<file path="src/rtl/id_ex_stage_if.sv">
`default_nettype none
// ============================================================================
// Module   : id_ex_stage_if
// Brief    : Decode-side, hazard/forwarding and EX-side signal bundle for
//            the ID/EX pipeline register.
// Revision : 1.0
// ============================================================================
interface id_ex_stage_if #(
    parameter int XLEN = 32,
    parameter int RA_W = 5
);
    logic            id_valid;
    logic [XLEN-1:0] id_pc;
    logic [RA_W-1:0] id_rs1_addr;
    logic [RA_W-1:0] id_rs2_addr;
    logic [XLEN-1:0] id_rs1_data;
    logic [XLEN-1:0] id_rs2_data;
    logic [XLEN-1:0] id_imm;
    logic [2:0]      id_funct3;
    logic [6:0]      id_funct7;
    logic [RA_W-1:0] id_rd_addr;
    logic            id_use_imm;
    logic            id_use_pc;
    logic            id_uses_rs2;
    logic            id_force_add;
    logic            id_reg_write;
    logic            id_mem_read;
    logic            id_mem_write;
    logic            stall;
    logic            flush;
    logic [RA_W-1:0] exm_rd;
    logic            exm_reg_write;
    logic [XLEN-1:0] exm_result;
    logic [RA_W-1:0] mw_rd;
    logic            mw_reg_write;
    logic [XLEN-1:0] mw_result;
    logic            ex_valid;
    logic [XLEN-1:0] ex_alu_a;
    logic [XLEN-1:0] ex_alu_b;
    logic [2:0]      ex_funct3;
    logic [6:0]      ex_funct7;
    logic [XLEN-1:0] ex_store_data;
    logic [XLEN-1:0] ex_pc;
    logic [RA_W-1:0] ex_rd_addr;
    logic            ex_reg_write;
    logic            ex_mem_read;
    logic            ex_mem_write;
    logic            load_use_stall;

    modport master (
        output id_valid, id_pc, id_rs1_addr, id_rs2_addr, id_rs1_data,
               id_rs2_data, id_imm, id_funct3, id_funct7, id_rd_addr,
               id_use_imm, id_use_pc, id_uses_rs2, id_force_add,
               id_reg_write, id_mem_read, id_mem_write, stall, flush,
               exm_rd, exm_reg_write, exm_result, mw_rd, mw_reg_write,
               mw_result,
        input  ex_valid, ex_alu_a, ex_alu_b, ex_funct3, ex_funct7,
               ex_store_data, ex_pc, ex_rd_addr, ex_reg_write, ex_mem_read,
               ex_mem_write, load_use_stall
    );

    modport slave (
        input  id_valid, id_pc, id_rs1_addr, id_rs2_addr, id_rs1_data,
               id_rs2_data, id_imm, id_funct3, id_funct7, id_rd_addr,
               id_use_imm, id_use_pc, id_uses_rs2, id_force_add,
               id_reg_write, id_mem_read, id_mem_write, stall, flush,
               exm_rd, exm_reg_write, exm_result, mw_rd, mw_reg_write,
               mw_result,
        output ex_valid, ex_alu_a, ex_alu_b, ex_funct3, ex_funct7,
               ex_store_data, ex_pc, ex_rd_addr, ex_reg_write, ex_mem_read,
               ex_mem_write, load_use_stall
    );
endinterface
`default_nettype wire

</file>
<file path="src/rtl/id_ex_stage.sv">
`default_nettype none
// ============================================================================
// Module   : id_ex_stage
// Brief    : ID/EX pipeline register with operand forwarding, funct
//            normalisation and load-use hazard detection.
// Revision : 1.0
// ============================================================================
module id_ex_stage #(
    parameter int XLEN = 32,
    parameter int RA_W = 5
) (
    input  wire           clk,
    input  wire           rst_n,
    id_ex_stage_if.slave  bus
);
    localparam logic [2:0]      c_FUNCT3_SR  = 3'b101;
    localparam logic [RA_W-1:0] c_REG_ZERO   = '0;

    logic            r_valid;
    logic [XLEN-1:0] r_pc;
    logic [RA_W-1:0] r_rs1_addr;
    logic [RA_W-1:0] r_rs2_addr;
    logic [XLEN-1:0] r_rs1_data;
    logic [XLEN-1:0] r_rs2_data;
    logic [XLEN-1:0] r_imm;
    logic [2:0]      r_funct3;
    logic [6:0]      r_funct7;
    logic [RA_W-1:0] r_rd_addr;
    logic            r_use_imm;
    logic            r_use_pc;
    logic            r_reg_write;
    logic            r_mem_read;
    logic            r_mem_write;

    logic [XLEN-1:0] w_fwd_rs1;
    logic [XLEN-1:0] w_fwd_rs2;
    logic [2:0]      w_funct3_n;
    logic [6:0]      w_funct7_n;
    logic            w_load_use;

    // EX/MEM takes priority over MEM/WB; x0 is never forwarded.
    always_comb begin
        w_fwd_rs1 = r_rs1_data;
        if (bus.exm_reg_write && bus.exm_rd != c_REG_ZERO && bus.exm_rd == r_rs1_addr)
            w_fwd_rs1 = bus.exm_result;
        else if (bus.mw_reg_write && bus.mw_rd != c_REG_ZERO && bus.mw_rd == r_rs1_addr)
            w_fwd_rs1 = bus.mw_result;
    end

    always_comb begin
        w_fwd_rs2 = r_rs2_data;
        if (bus.exm_reg_write && bus.exm_rd != c_REG_ZERO && bus.exm_rd == r_rs2_addr)
            w_fwd_rs2 = bus.exm_result;
        else if (bus.mw_reg_write && bus.mw_rd != c_REG_ZERO && bus.mw_rd == r_rs2_addr)
            w_fwd_rs2 = bus.mw_result;
    end

    // Immediate forms only keep funct7 for shifts, so ADDI/SLTI never look
    // like subtract and SRAI keeps its arithmetic bit.
    always_comb begin
        w_funct3_n = bus.id_funct3;
        w_funct7_n = bus.id_funct7;
        if (bus.id_force_add) begin
            w_funct3_n = 3'b000;
            w_funct7_n = 7'b0000000;
        end else if (bus.id_use_imm && bus.id_funct3 != c_FUNCT3_SR) begin
            w_funct7_n = 7'b0000000;
        end
    end

    assign w_load_use = !bus.flush && r_valid && r_mem_read &&
                        r_rd_addr != c_REG_ZERO && bus.id_valid &&
                        (bus.id_rs1_addr == r_rd_addr ||
                         (bus.id_uses_rs2 && bus.id_rs2_addr == r_rd_addr));

    always_ff @(posedge clk or negedge rst_n) begin
        if (!rst_n) begin
            r_valid     <= 1'b0;
            r_pc        <= '0;
            r_rs1_addr  <= '0;
            r_rs2_addr  <= '0;
            r_rs1_data  <= '0;
            r_rs2_data  <= '0;
            r_imm       <= '0;
            r_funct3    <= '0;
            r_funct7    <= '0;
            r_rd_addr   <= '0;
            r_use_imm   <= 1'b0;
            r_use_pc    <= 1'b0;
            r_reg_write <= 1'b0;
            r_mem_read  <= 1'b0;
            r_mem_write <= 1'b0;
        end else if (bus.flush) begin
            r_valid     <= 1'b0;
            r_reg_write <= 1'b0;
            r_mem_read  <= 1'b0;
            r_mem_write <= 1'b0;
        end else if (bus.stall) begin
            // Snapshot forwarded operands so they survive the producer retiring.
            if (r_valid) begin
                r_rs1_data <= w_fwd_rs1;
                r_rs2_data <= w_fwd_rs2;
            end
        end else if (w_load_use) begin
            r_valid     <= 1'b0;
            r_reg_write <= 1'b0;
            r_mem_read  <= 1'b0;
            r_mem_write <= 1'b0;
        end else begin
            r_valid     <= bus.id_valid;
            r_pc        <= bus.id_pc;
            r_rs1_addr  <= bus.id_rs1_addr;
            r_rs2_addr  <= bus.id_rs2_addr;
            r_rs1_data  <= bus.id_rs1_data;
            r_rs2_data  <= bus.id_rs2_data;
            r_imm       <= bus.id_imm;
            r_funct3    <= w_funct3_n;
            r_funct7    <= w_funct7_n;
            r_rd_addr   <= bus.id_rd_addr;
            r_use_imm   <= bus.id_use_imm;
            r_use_pc    <= bus.id_use_pc;
            r_reg_write <= bus.id_reg_write;
            r_mem_read  <= bus.id_mem_read;
            r_mem_write <= bus.id_mem_write;
        end
    end

    assign bus.ex_valid       = r_valid;
    assign bus.ex_alu_a       = r_use_pc  ? r_pc  : w_fwd_rs1;
    assign bus.ex_alu_b       = r_use_imm ? r_imm : w_fwd_rs2;
    assign bus.ex_funct3      = r_funct3;
    assign bus.ex_funct7      = r_funct7;
    assign bus.ex_store_data  = w_fwd_rs2;
    assign bus.ex_pc          = r_pc;
    assign bus.ex_rd_addr     = r_rd_addr;
    assign bus.ex_reg_write   = r_reg_write & r_valid;
    assign bus.ex_mem_read    = r_mem_read  & r_valid;
    assign bus.ex_mem_write   = r_mem_write & r_valid;
    assign bus.load_use_stall = w_load_use;

endmodule
`default_nettype wire

</file>
<file path="src/flat_wrapper.sv">
// flat-port wrapper written by rule: the top's interface ports become plain ports
module id_ex_stage_flat 
#(
    parameter int XLEN = 32,
    parameter int RA_W = 5
)
  (clk, rst_n, bus_id_valid, bus_id_pc, bus_id_rs1_addr, bus_id_rs2_addr, bus_id_rs1_data, bus_id_rs2_data, bus_id_imm, bus_id_funct3, bus_id_funct7, bus_id_rd_addr, bus_id_use_imm, bus_id_use_pc, bus_id_uses_rs2, bus_id_force_add, bus_id_reg_write, bus_id_mem_read, bus_id_mem_write, bus_stall, bus_flush, bus_exm_rd, bus_exm_reg_write, bus_exm_result, bus_mw_rd, bus_mw_reg_write, bus_mw_result, bus_ex_valid, bus_ex_alu_a, bus_ex_alu_b, bus_ex_funct3, bus_ex_funct7, bus_ex_store_data, bus_ex_pc, bus_ex_rd_addr, bus_ex_reg_write, bus_ex_mem_read, bus_ex_mem_write, bus_load_use_stall);
  id_ex_stage_if #(.XLEN(XLEN), .RA_W(RA_W)) bus_i ();
  input  wire clk;
  input  wire rst_n;
  input wire logic [$bits(bus_i.id_valid)-1:0] bus_id_valid;
  input wire logic [$bits(bus_i.id_pc)-1:0] bus_id_pc;
  input wire logic [$bits(bus_i.id_rs1_addr)-1:0] bus_id_rs1_addr;
  input wire logic [$bits(bus_i.id_rs2_addr)-1:0] bus_id_rs2_addr;
  input wire logic [$bits(bus_i.id_rs1_data)-1:0] bus_id_rs1_data;
  input wire logic [$bits(bus_i.id_rs2_data)-1:0] bus_id_rs2_data;
  input wire logic [$bits(bus_i.id_imm)-1:0] bus_id_imm;
  input wire logic [$bits(bus_i.id_funct3)-1:0] bus_id_funct3;
  input wire logic [$bits(bus_i.id_funct7)-1:0] bus_id_funct7;
  input wire logic [$bits(bus_i.id_rd_addr)-1:0] bus_id_rd_addr;
  input wire logic [$bits(bus_i.id_use_imm)-1:0] bus_id_use_imm;
  input wire logic [$bits(bus_i.id_use_pc)-1:0] bus_id_use_pc;
  input wire logic [$bits(bus_i.id_uses_rs2)-1:0] bus_id_uses_rs2;
  input wire logic [$bits(bus_i.id_force_add)-1:0] bus_id_force_add;
  input wire logic [$bits(bus_i.id_reg_write)-1:0] bus_id_reg_write;
  input wire logic [$bits(bus_i.id_mem_read)-1:0] bus_id_mem_read;
  input wire logic [$bits(bus_i.id_mem_write)-1:0] bus_id_mem_write;
  input wire logic [$bits(bus_i.stall)-1:0] bus_stall;
  input wire logic [$bits(bus_i.flush)-1:0] bus_flush;
  input wire logic [$bits(bus_i.exm_rd)-1:0] bus_exm_rd;
  input wire logic [$bits(bus_i.exm_reg_write)-1:0] bus_exm_reg_write;
  input wire logic [$bits(bus_i.exm_result)-1:0] bus_exm_result;
  input wire logic [$bits(bus_i.mw_rd)-1:0] bus_mw_rd;
  input wire logic [$bits(bus_i.mw_reg_write)-1:0] bus_mw_reg_write;
  input wire logic [$bits(bus_i.mw_result)-1:0] bus_mw_result;
  output wire logic [$bits(bus_i.ex_valid)-1:0] bus_ex_valid;
  output wire logic [$bits(bus_i.ex_alu_a)-1:0] bus_ex_alu_a;
  output wire logic [$bits(bus_i.ex_alu_b)-1:0] bus_ex_alu_b;
  output wire logic [$bits(bus_i.ex_funct3)-1:0] bus_ex_funct3;
  output wire logic [$bits(bus_i.ex_funct7)-1:0] bus_ex_funct7;
  output wire logic [$bits(bus_i.ex_store_data)-1:0] bus_ex_store_data;
  output wire logic [$bits(bus_i.ex_pc)-1:0] bus_ex_pc;
  output wire logic [$bits(bus_i.ex_rd_addr)-1:0] bus_ex_rd_addr;
  output wire logic [$bits(bus_i.ex_reg_write)-1:0] bus_ex_reg_write;
  output wire logic [$bits(bus_i.ex_mem_read)-1:0] bus_ex_mem_read;
  output wire logic [$bits(bus_i.ex_mem_write)-1:0] bus_ex_mem_write;
  output wire logic [$bits(bus_i.load_use_stall)-1:0] bus_load_use_stall;
  assign bus_i.id_valid = bus_id_valid;
  assign bus_i.id_pc = bus_id_pc;
  assign bus_i.id_rs1_addr = bus_id_rs1_addr;
  assign bus_i.id_rs2_addr = bus_id_rs2_addr;
  assign bus_i.id_rs1_data = bus_id_rs1_data;
  assign bus_i.id_rs2_data = bus_id_rs2_data;
  assign bus_i.id_imm = bus_id_imm;
  assign bus_i.id_funct3 = bus_id_funct3;
  assign bus_i.id_funct7 = bus_id_funct7;
  assign bus_i.id_rd_addr = bus_id_rd_addr;
  assign bus_i.id_use_imm = bus_id_use_imm;
  assign bus_i.id_use_pc = bus_id_use_pc;
  assign bus_i.id_uses_rs2 = bus_id_uses_rs2;
  assign bus_i.id_force_add = bus_id_force_add;
  assign bus_i.id_reg_write = bus_id_reg_write;
  assign bus_i.id_mem_read = bus_id_mem_read;
  assign bus_i.id_mem_write = bus_id_mem_write;
  assign bus_i.stall = bus_stall;
  assign bus_i.flush = bus_flush;
  assign bus_i.exm_rd = bus_exm_rd;
  assign bus_i.exm_reg_write = bus_exm_reg_write;
  assign bus_i.exm_result = bus_exm_result;
  assign bus_i.mw_rd = bus_mw_rd;
  assign bus_i.mw_reg_write = bus_mw_reg_write;
  assign bus_i.mw_result = bus_mw_result;
  assign bus_ex_valid = bus_i.ex_valid;
  assign bus_ex_alu_a = bus_i.ex_alu_a;
  assign bus_ex_alu_b = bus_i.ex_alu_b;
  assign bus_ex_funct3 = bus_i.ex_funct3;
  assign bus_ex_funct7 = bus_i.ex_funct7;
  assign bus_ex_store_data = bus_i.ex_store_data;
  assign bus_ex_pc = bus_i.ex_pc;
  assign bus_ex_rd_addr = bus_i.ex_rd_addr;
  assign bus_ex_reg_write = bus_i.ex_reg_write;
  assign bus_ex_mem_read = bus_i.ex_mem_read;
  assign bus_ex_mem_write = bus_i.ex_mem_write;
  assign bus_load_use_stall = bus_i.load_use_stall;
  id_ex_stage #(.XLEN(XLEN), .RA_W(RA_W)) u_core (.clk(clk), .rst_n(rst_n), .bus(bus_i));
endmodule
</file>
<file path="config.mk">
export PLATFORM = sky130hd
export DESIGN_NAME = id_ex_stage_flat
export DESIGN_NICKNAME = d
export VERILOG_FILES = /design/src/rtl/id_ex_stage_if.sv /design/src/rtl/id_ex_stage.sv /design/src/flat_wrapper.sv
export SDC_FILE = /design/constraint.sdc
export NUM_CORES = 1
export LEC_CHECK = 0
export BUFFER_PORTS_ARGS = -buffer_cell sky130_fd_sc_hd__buf_2
export CORE_UTILIZATION = 45
export DETAILED_ROUTE_END_ITERATION = 7
export GPL_TIMING_DRIVEN = 0
export PLACE_DENSITY_LB_ADDON = 0.3
export RECOVER_POWER = 100
export SYNTH_ARGS = -nofsm -noshare
export SYNTH_HDL_FRONTEND = slang
export SYNTH_SLANG_ARGS = --single-unit
</file>
<file path="constraint.sdc">
create_clock -name clk -period 6.05 [get_ports clk]
set_input_delay 1.21 -clock clk [delete_from_list [all_inputs] [get_ports clk]]
set_output_delay 1.21 -clock clk [all_outputs]
set_load 0.005 [all_outputs]
</file>
==> out/results.txt, run 1 <==
The run finished, with violations left. The final reports fail on capacitance limit, slew limit. In this run the standard cell core region covers 21400 um^2. The average vias per placed instance was 6.10; the area share of and/or/nand/nor cells after synthesis was 12.2%.

The floorplan step set the die width to 151 um. For this run, the slowest stage of the critical path takes 1.16 ns. In this run, CTS created clock tree buffers numbering 17. Synthesis produced a netlist with a net count of 1259. The die covers 22700 um^2. The largest voltage drop on the vdd net is 147 uV. The clock tree synthesis step divided the H-tree into 4 levels. In the synthesized netlist the dominant register cell turns out to be dfrtp_1. The data required time at the worst endpoint was 4.84 ns. After synthesis, flip-flops and latches occupy 40.1% of the total area. The number of synthesized flops with an enable pin works out to 0. The final layout contains 1663 nets. TritonCTS built the clock tree.

After layout, the worst path uses 88.1% of the clock period. Counting flops with an async set or reset pin after synthesis yields a share of 100%. The worst setup path is launched from an input pin. CTS placed an instance of clkbuf_16 at the clock tree root. Max capacitance violation total: 2. The main combinational cell family by area after synthesis was compound AO/OA/AOI/OAI gates.

For this run, the total global-route usage over all layers was measured as 33.2%. The pin count of the biggest net entering global routing came out at 90. For the pin with the worst max-slew slack, the measured transition is 4.09 ns. The synthesis-to-finish area growth was 27.5%.

In this design, the critical path's most frequently occurring cell is buf_2. The boundary pin count is 389. The path class of the tightest hold or removal check is reg -> reg. Dividing total power by cell area gives a power density of 280 nW/um^2. The run gives 29.9 mm as the half-perimeter wire length of the detailed placement result.

For the worst setup path, the data arrival time is 4.12 ns. For the global placer's final weighted congestion, the log shows 0.928. The worst register-to-register path ends at u_core.r_rs1_addr[2]. Number of optimization iterations in the first detailed-route pass: 6.

For the total of hold buffers inserted after clock tree synthesis, the log shows 0. For this block, the via count after detailed routing is 10500. For the worst clock skew on the final layout, the log shows 0.0119 ns. The tools report the destination of the critical timing path as bus_ex_alu_b[1]. The total overflow left after global routing is 0. The tools report the effective utilization at floorplan as 46.5%. The number of buffers inserted by post-CTS setup repair is 0.

The count of buffers from port buffering is 384. Leaving out fill and tap cells, the most frequent cell in the layout is buf_2. The run gives 0.503 ns as the tightest hold margin. Averaged over all synthesized cells, the footprint is 9.75 um^2.

The floorplan has 53 rows. The number of global-route vias before repair was 10300. The tree built by TritonCTS fans out to 159 sinks.

The Yosys step of the flow raised 0 warnings. Startpoint of the most critical setup path: bus_mw_rd[3]. Summing all placed instances gives a cell area of 12200 um^2. For the post-route setup TNS, the log shows 0 ns. Endpoint type of the worst setup path: an output port. The netlist uses 56 different library cells.

After detailed routing, the number of remaining DRC violations is 0. The tools report the area of all placed cells without fillers as 12700 um^2. Summing the areas of all compound-gate instances in the mapped netlist gives 24.4% of the synthesized area. The logs give 0.44 ns for the clock latency reported for the late side of the worst-skew pair and 56.3 mm for the global-route wire length before repair.

After clock tree synthesis, the clock-pin slew on the worst setup and hold paths is 0.07 ns. Once detail routing completed, the nets flagged for antenna violations numbered 0. The slowest cell on the critical path is nor4b_1. The number of gates resized after CTS was 0.

The critical path is of the in -> out type. The tools report the maximum clock frequency as 0.188 GHz. The library cells used most frequently in the layout, excluding fill and tap cells, are buf_2, clkbuf_1, dfrtp_1. Setup repair after global routing left no endpoint under its margin. The run gives 2 as the number of buffers on the longest clock path.

The hold violation total from the final report is 0. The logic depth of the worst setup path including buffers is 8. Category of cells accounting for the largest share of critical-path delay: simple AND/OR/NAND/NOR gates. For the final count of pins violating max slew, the log shows 80. Synthesis produced 1018 cells. Setup violations remaining at the end of the flow were counted as 0. Summing the areas of all fa, ha and maj instances in the mapped netlist gives 0% of the synthesized area. The signal on the critical path passes through buf_2 > xor2_1 > nor4b_1 > clkbuf_1 > nand3_1 > a31oi_1 > mux2_2 > buf_2. The run gives 1.88 ns as the slack of the worst reg-to-reg path. Of the total synthesized cell area, the portion taken by XOR and XNOR cells is 2.65%.

The clock period could shrink to 5.33 ns. The run gives 5.32 nW as the leakage power. In this run, the number of DRC markers left after iteration 0 of detailed routing was 959.

Counting cells, the worst reg-to-reg path comes to 7. Together, buffers and inverters on the worst path number 3. Summed over all layers, the routed wires come to 38.1 mm. The tools report the initial antenna violation count as 12. The count of state elements after synthesis is 159. In this run the critical register-to-register path is launched from u_core.bus.ex_rd_addr[0]. Of the cells placed in the final design, the portion with a size suffix greater than 1 is 31.1%. The worst pin sits at a relative slew slack of -173%. After detailed routing, the average wire length per cell comes to 22.1 um.

From bottom edge to top edge, the die measures 151 um. Along the worst path, the maximum fanout reaches 10. Of the post-synthesis cell area, the part taken by muxes is 13.9%. Cell area after synthesis: 9920 um^2.
-- routing by layer --
metal,global-route usage (%),vias up,share of wire (%)
li1,-,4778,-
met1,40.7,5126,40
met2,56.2,523,49
met3,8.88,81,8.7
met4,11.5,10,2.4
met5,0,-,0.14
-- worst min path at each step --
stage / start / to / slack [ns] / depth (start not counted)
after floorplan: u_core.r_rs2_data[0] / u_core.r_rs2_data[0] / 0.47 / 1
after global placement: u_core.r_imm[26] / u_core.r_imm[26] / 0.48 / 1
after detailed placement: u_core.r_imm[6] / u_core.r_imm[6] / 0.49 / 1
after CTS: u_core.r_imm[18] / u_core.r_imm[18] / 0.51 / 1
after global routing: u_core.r_imm[10] / u_core.r_imm[10] / 0.52 / 1
final: u_core.r_imm[10] / u_core.r_imm[10] / 0.50 / 1
-- cell families (layout without fill, tap and decap cells) --
logic type             count (synthesis)  count (layout)
AO/OA/AOI/OAI                        314             314
AND/OR/NAND/NOR                      236             236
flip-flops                           159             159
buffers and inverters                156             573
multiplexers                         123             123
XOR/XNOR                              30              30
other                                  0              13
-- area by class of cell --
type	instances	area [um^2]
Clock inverter	13	151
Sequential cell	159	3980
Timing Repair Buffer	385	1840
Multi-Input combinational cell	703	5250
Fill cell	2028	8700
Inverter	44	165
Buffer	112	447
Tap cell	275	344
Clock buffer	19	443
Antenna cell	13	32.5
-- synth_stat cells, drive strengths merged, types with 31 or more instances --
cell    number  area (um^2)
nand2       48          180
nor3        34          170
nor2        34          128
and3        33          206
o31ai       65          488
clkbuf      77          293
a221o       62          621
buf         35          215
o21ai       34          174
nand3       34          170
nand4       33          206
a211oi      31          233
dfrtp      159         3980
mux2       116         1310
a31oi       63          394
o41ai       31          272
inv         43          161
-- power by group --
group | switching, mW | total (mW) | internal, mW | leakage [nW]
Combinational | 0.628 | 1.10 | 0.470 | 3.10
Sequential | 0.103 | 1.32 | 1.21 | 1.93
Clock | 0.495 | 1.12 | 0.629 | 0.284
Total | 1.23 | 3.54 | 2.31 | 5.32
-- flip-flops by register name, indices dropped and copies added (netlist names) --
| signal | cells |
|---|---|
| u_core.bus.ex_pc | 32 |
| u_core.r_imm | 32 |
| u_core.r_rs1_data | 32 |
| u_core.r_rs2_data | 32 |
| u_core.bus.ex_funct7 | 7 |
| u_core.bus.ex_rd_addr | 5 |
| u_core.r_rs1_addr | 5 |
| u_core.r_rs2_addr | 5 |
| u_core.bus.ex_funct3 | 3 |
| u_core.bus.ex_valid | 1 |
| u_core.r_mem_read | 1 |
| u_core.r_mem_write | 1 |
| u_core.r_reg_write | 1 |
| u_core.r_use_imm | 1 |
| u_core.r_use_pc | 1 |
-- per-stage QoR --
| step | utilization [%] | setup slack [ns] | power [mW] | cells |
|---|---|---|---|---|
| final | 59.3 | 0.719 | 3.54 | 1723 |
| after floorplan | - | 1.96 | 1.94 | 1018 |
| after detailed placement | 57.3 | 1.20 | 2.45 | 1678 |
| after CTS | 60.1 | 1.19 | 3.57 | 1710 |
| after global placement | 57.1 | 1.25 | 2.42 | 1677 |
| after global routing | 59.2 | 0.612 | 3.71 | 1715 |
Note: power is estimated with default switching activity, not from simulation.
==> run 2, diff against run 1 <==
Clock period 6.05 ns to 5.4 ns, I/O delays scaled along.
==> out/results.txt, run 2 (synthesis results as in run 1) <==
The tools report the data arrival time of the critical path as 3.82 ns (-0.30 ns). Setup repair after global routing left no endpoint under its margin. The tools report the hold violation total from the final report as 0 (unchanged). The run gives 0.503 ns (-0.00000200 ns) as the tightest hold margin. The fraction of layout instances using a drive strength above 1 is 31.4% (+0.28 points), and the total global-route track usage is 33.2% (unchanged).

The synthesis-to-finish area growth is 27.6% (about the same), and the global placer's final weighted congestion is 0.928 (unchanged). The run gives 6 (unchanged) as the number of optimization iterations in the first detailed-route pass. The number of DRC markers after the initial detailed-route iteration is 967 (+0.83%), and the total power divided by cell area is 313 nW/um^2 (+12%).

The TritonCTS buffer count was 17 (unchanged); the via count was 10500 (-0.40%). The post-route setup TNS is 0 ns (unchanged), and the floorplan die height is 151 um (unchanged). The run gives 5.33 nW (+0.26%) as the leakage power. The average vias per placed instance is 6.09 (-0.28%), and the number of buffers on the longest clock path is 2 (unchanged). The worst setup path is captured at an output port. The number of placement rows was 53 (unchanged). The run gives 159 (unchanged) as the CTS sink count. The clock latency reported for the late side of the worst-skew pair came out at 0.44 ns (about the same).

Leaving out fill and tap cells, the most frequent cell in the layout is buf_2. Count of buffers from port buffering: 384 (unchanged). The tools report the kind of launch point of the worst setup path as an input pin. The per-cell routed wire length came out at 22.1 um (about the same).

The initial antenna violation count is 12 (unchanged), and the die outline width is 151 um (unchanged). The max capacitance violation total was 2 (unchanged). The data required time at the worst endpoint is 4.32 ns (-0.52 ns). The multi-input gate area in the final layout was 5260 um^2 (+0.12%).

Maximum clock frequency: 0.204 GHz. The tools report the relative slew slack as -172% (+0.39 points). The run finished, with violations left. The total power is 3.97 mW (+12%), and the global-route wire length before repair is 56.3 mm (unchanged). Number of buffers inserted by post-CTS setup repair: 0 (unchanged). TritonCTS built the clock tree. The run gives 389 (unchanged) as the boundary pin count. The biggest fanout along the worst timing path was 10 (unchanged). The top cell types in the final layout, fill and taps aside, are buf_2, clkbuf_1, dfrtp_1.

The count of placed standard cells in the final layout, fillers left out is 1721 (-0.12%). Type of the tightest min-delay check: reg -> reg. The buffer type at the clock tree root is clkbuf_16.

The final count of pins violating max slew was 80 (unchanged). The number of setup violations in the final report came out at 0 (unchanged). The die area was 22700 um^2 (unchanged).

The setup path with the least slack is of type in -> out. The remaining antenna violation count was 0 (unchanged). The final reports fail on capacitance limit, slew limit. The effective utilization at floorplan was 46.5% (unchanged); the remaining design rule violation count was 0 (unchanged).

The worst path uses 90.8% of the clock period. The total grt overflow is 0 (unchanged). The logs give 10300 (unchanged) for the number of global-route vias before repair and 2028 (unchanged) for the number of fill cells.

For the half-perimeter wire length of the detailed placement result, the log shows 29.9 mm (unchanged). The quantity of gates resized following cts was 0 (unchanged); the clock-pin slew of the registers on the worst-case setup and hold paths was 0.07 ns (about the same). The pin count of the biggest net entering global routing was 90 (unchanged).

The slew at the pin with the worst max-slew slack is 4.09 ns (-0.00583 ns), and the total of hold buffers inserted after clock tree synthesis is 0 (unchanged). The time the worst path needs with I/O delays and setup was 4.90 ns; the largest voltage drop on the vdd net was 164 uV (+12%). The sequential standard cell area came out at 3980 um^2 (unchanged). The number of cells after detailed placement is 1678 (unchanged), and the wire length reported by the detailed router is 38.1 mm (-0.14%).

The tools report the H-tree depth as 4 (unchanged). Core box area: 21400 um^2 (unchanged). For the worst clock skew on the final layout, the log shows 0.0136 ns (+0.00172 ns). The number of nets in the layout is 1663 (unchanged).
run 2: stage by stage:
stage / worst slack, ns / util [%] / cell area [um^2]
finish: 0.499 / 59.3 / 12700
floorplan: 1.57 / - / 9920
CTS: 0.804 / 60.1 / 12800
detailed placement: 0.807 / 57.3 / 12200
global placement: 0.736 / 57.1 / 12200
global route: 0.320 / 59.2 / 12600
run 2: final timing paths:
check                                    startpoint                  endpoint  slack, ns  depth (start not counted)
max                                   bus_exm_rd[0]           bus_ex_alu_a[1]       0.50                          9
max in group asynchronous                     rst_n      u_core.r_rs1_data[4]       1.04                          1
min in group asynchronous                     rst_n  u_core.bus.ex_rd_addr[2]       2.04                          1
min reg2reg                        u_core.r_imm[10]          u_core.r_imm[10]       0.50                          1
max reg2reg                u_core.bus.ex_rd_addr[0]      u_core.r_rs1_addr[2]       1.21                          7
min                                u_core.r_imm[10]          u_core.r_imm[10]       0.50                          1
run 2: final cells by class:
class | instances | area share (%)
Multi-Input combinational cell | 703 | 41.5
Sequential cell | 159 | 31.4
Timing Repair Buffer | 385 | 14.6
Clock buffer | 19 | 3.50
Buffer | 112 | 3.49
Tap cell | 275 | 2.72
Inverter | 44 | 1.30
Clock inverter | 13 | 1.20
Antenna cell | 11 | 0.217
run 2: report_power, final:
part,internal [mW],switching [mW],total (mW)
combinational,0.529,0.701,1.23
clock,0.705,0.558,1.26
sequential,1.36,0.114,1.47
total,2.59,1.37,3.97
run 2: routing by layer:
layer | track usage (%) | part of all wire (%) | up-vias
met5 | 0 | 0.15 | -
met4 | 11.5 | 2.5 | 10
met3 | 8.88 | 8.9 | 85
met2 | 56.2 | 49 | 530
met1 | 40.7 | 39 | 5076
li1 | - | - | 4775
run 2: critical path: stages:
cell and delay [ns]:
buf_2 0.13, or4_4 0.58, o21ai_2 0.42, or3_1 0.24, clkbuf_1 0.35, clkbuf_1 0.42, nor2_1 0.08, o31ai_1 0.35
clkbuf_1 0.16
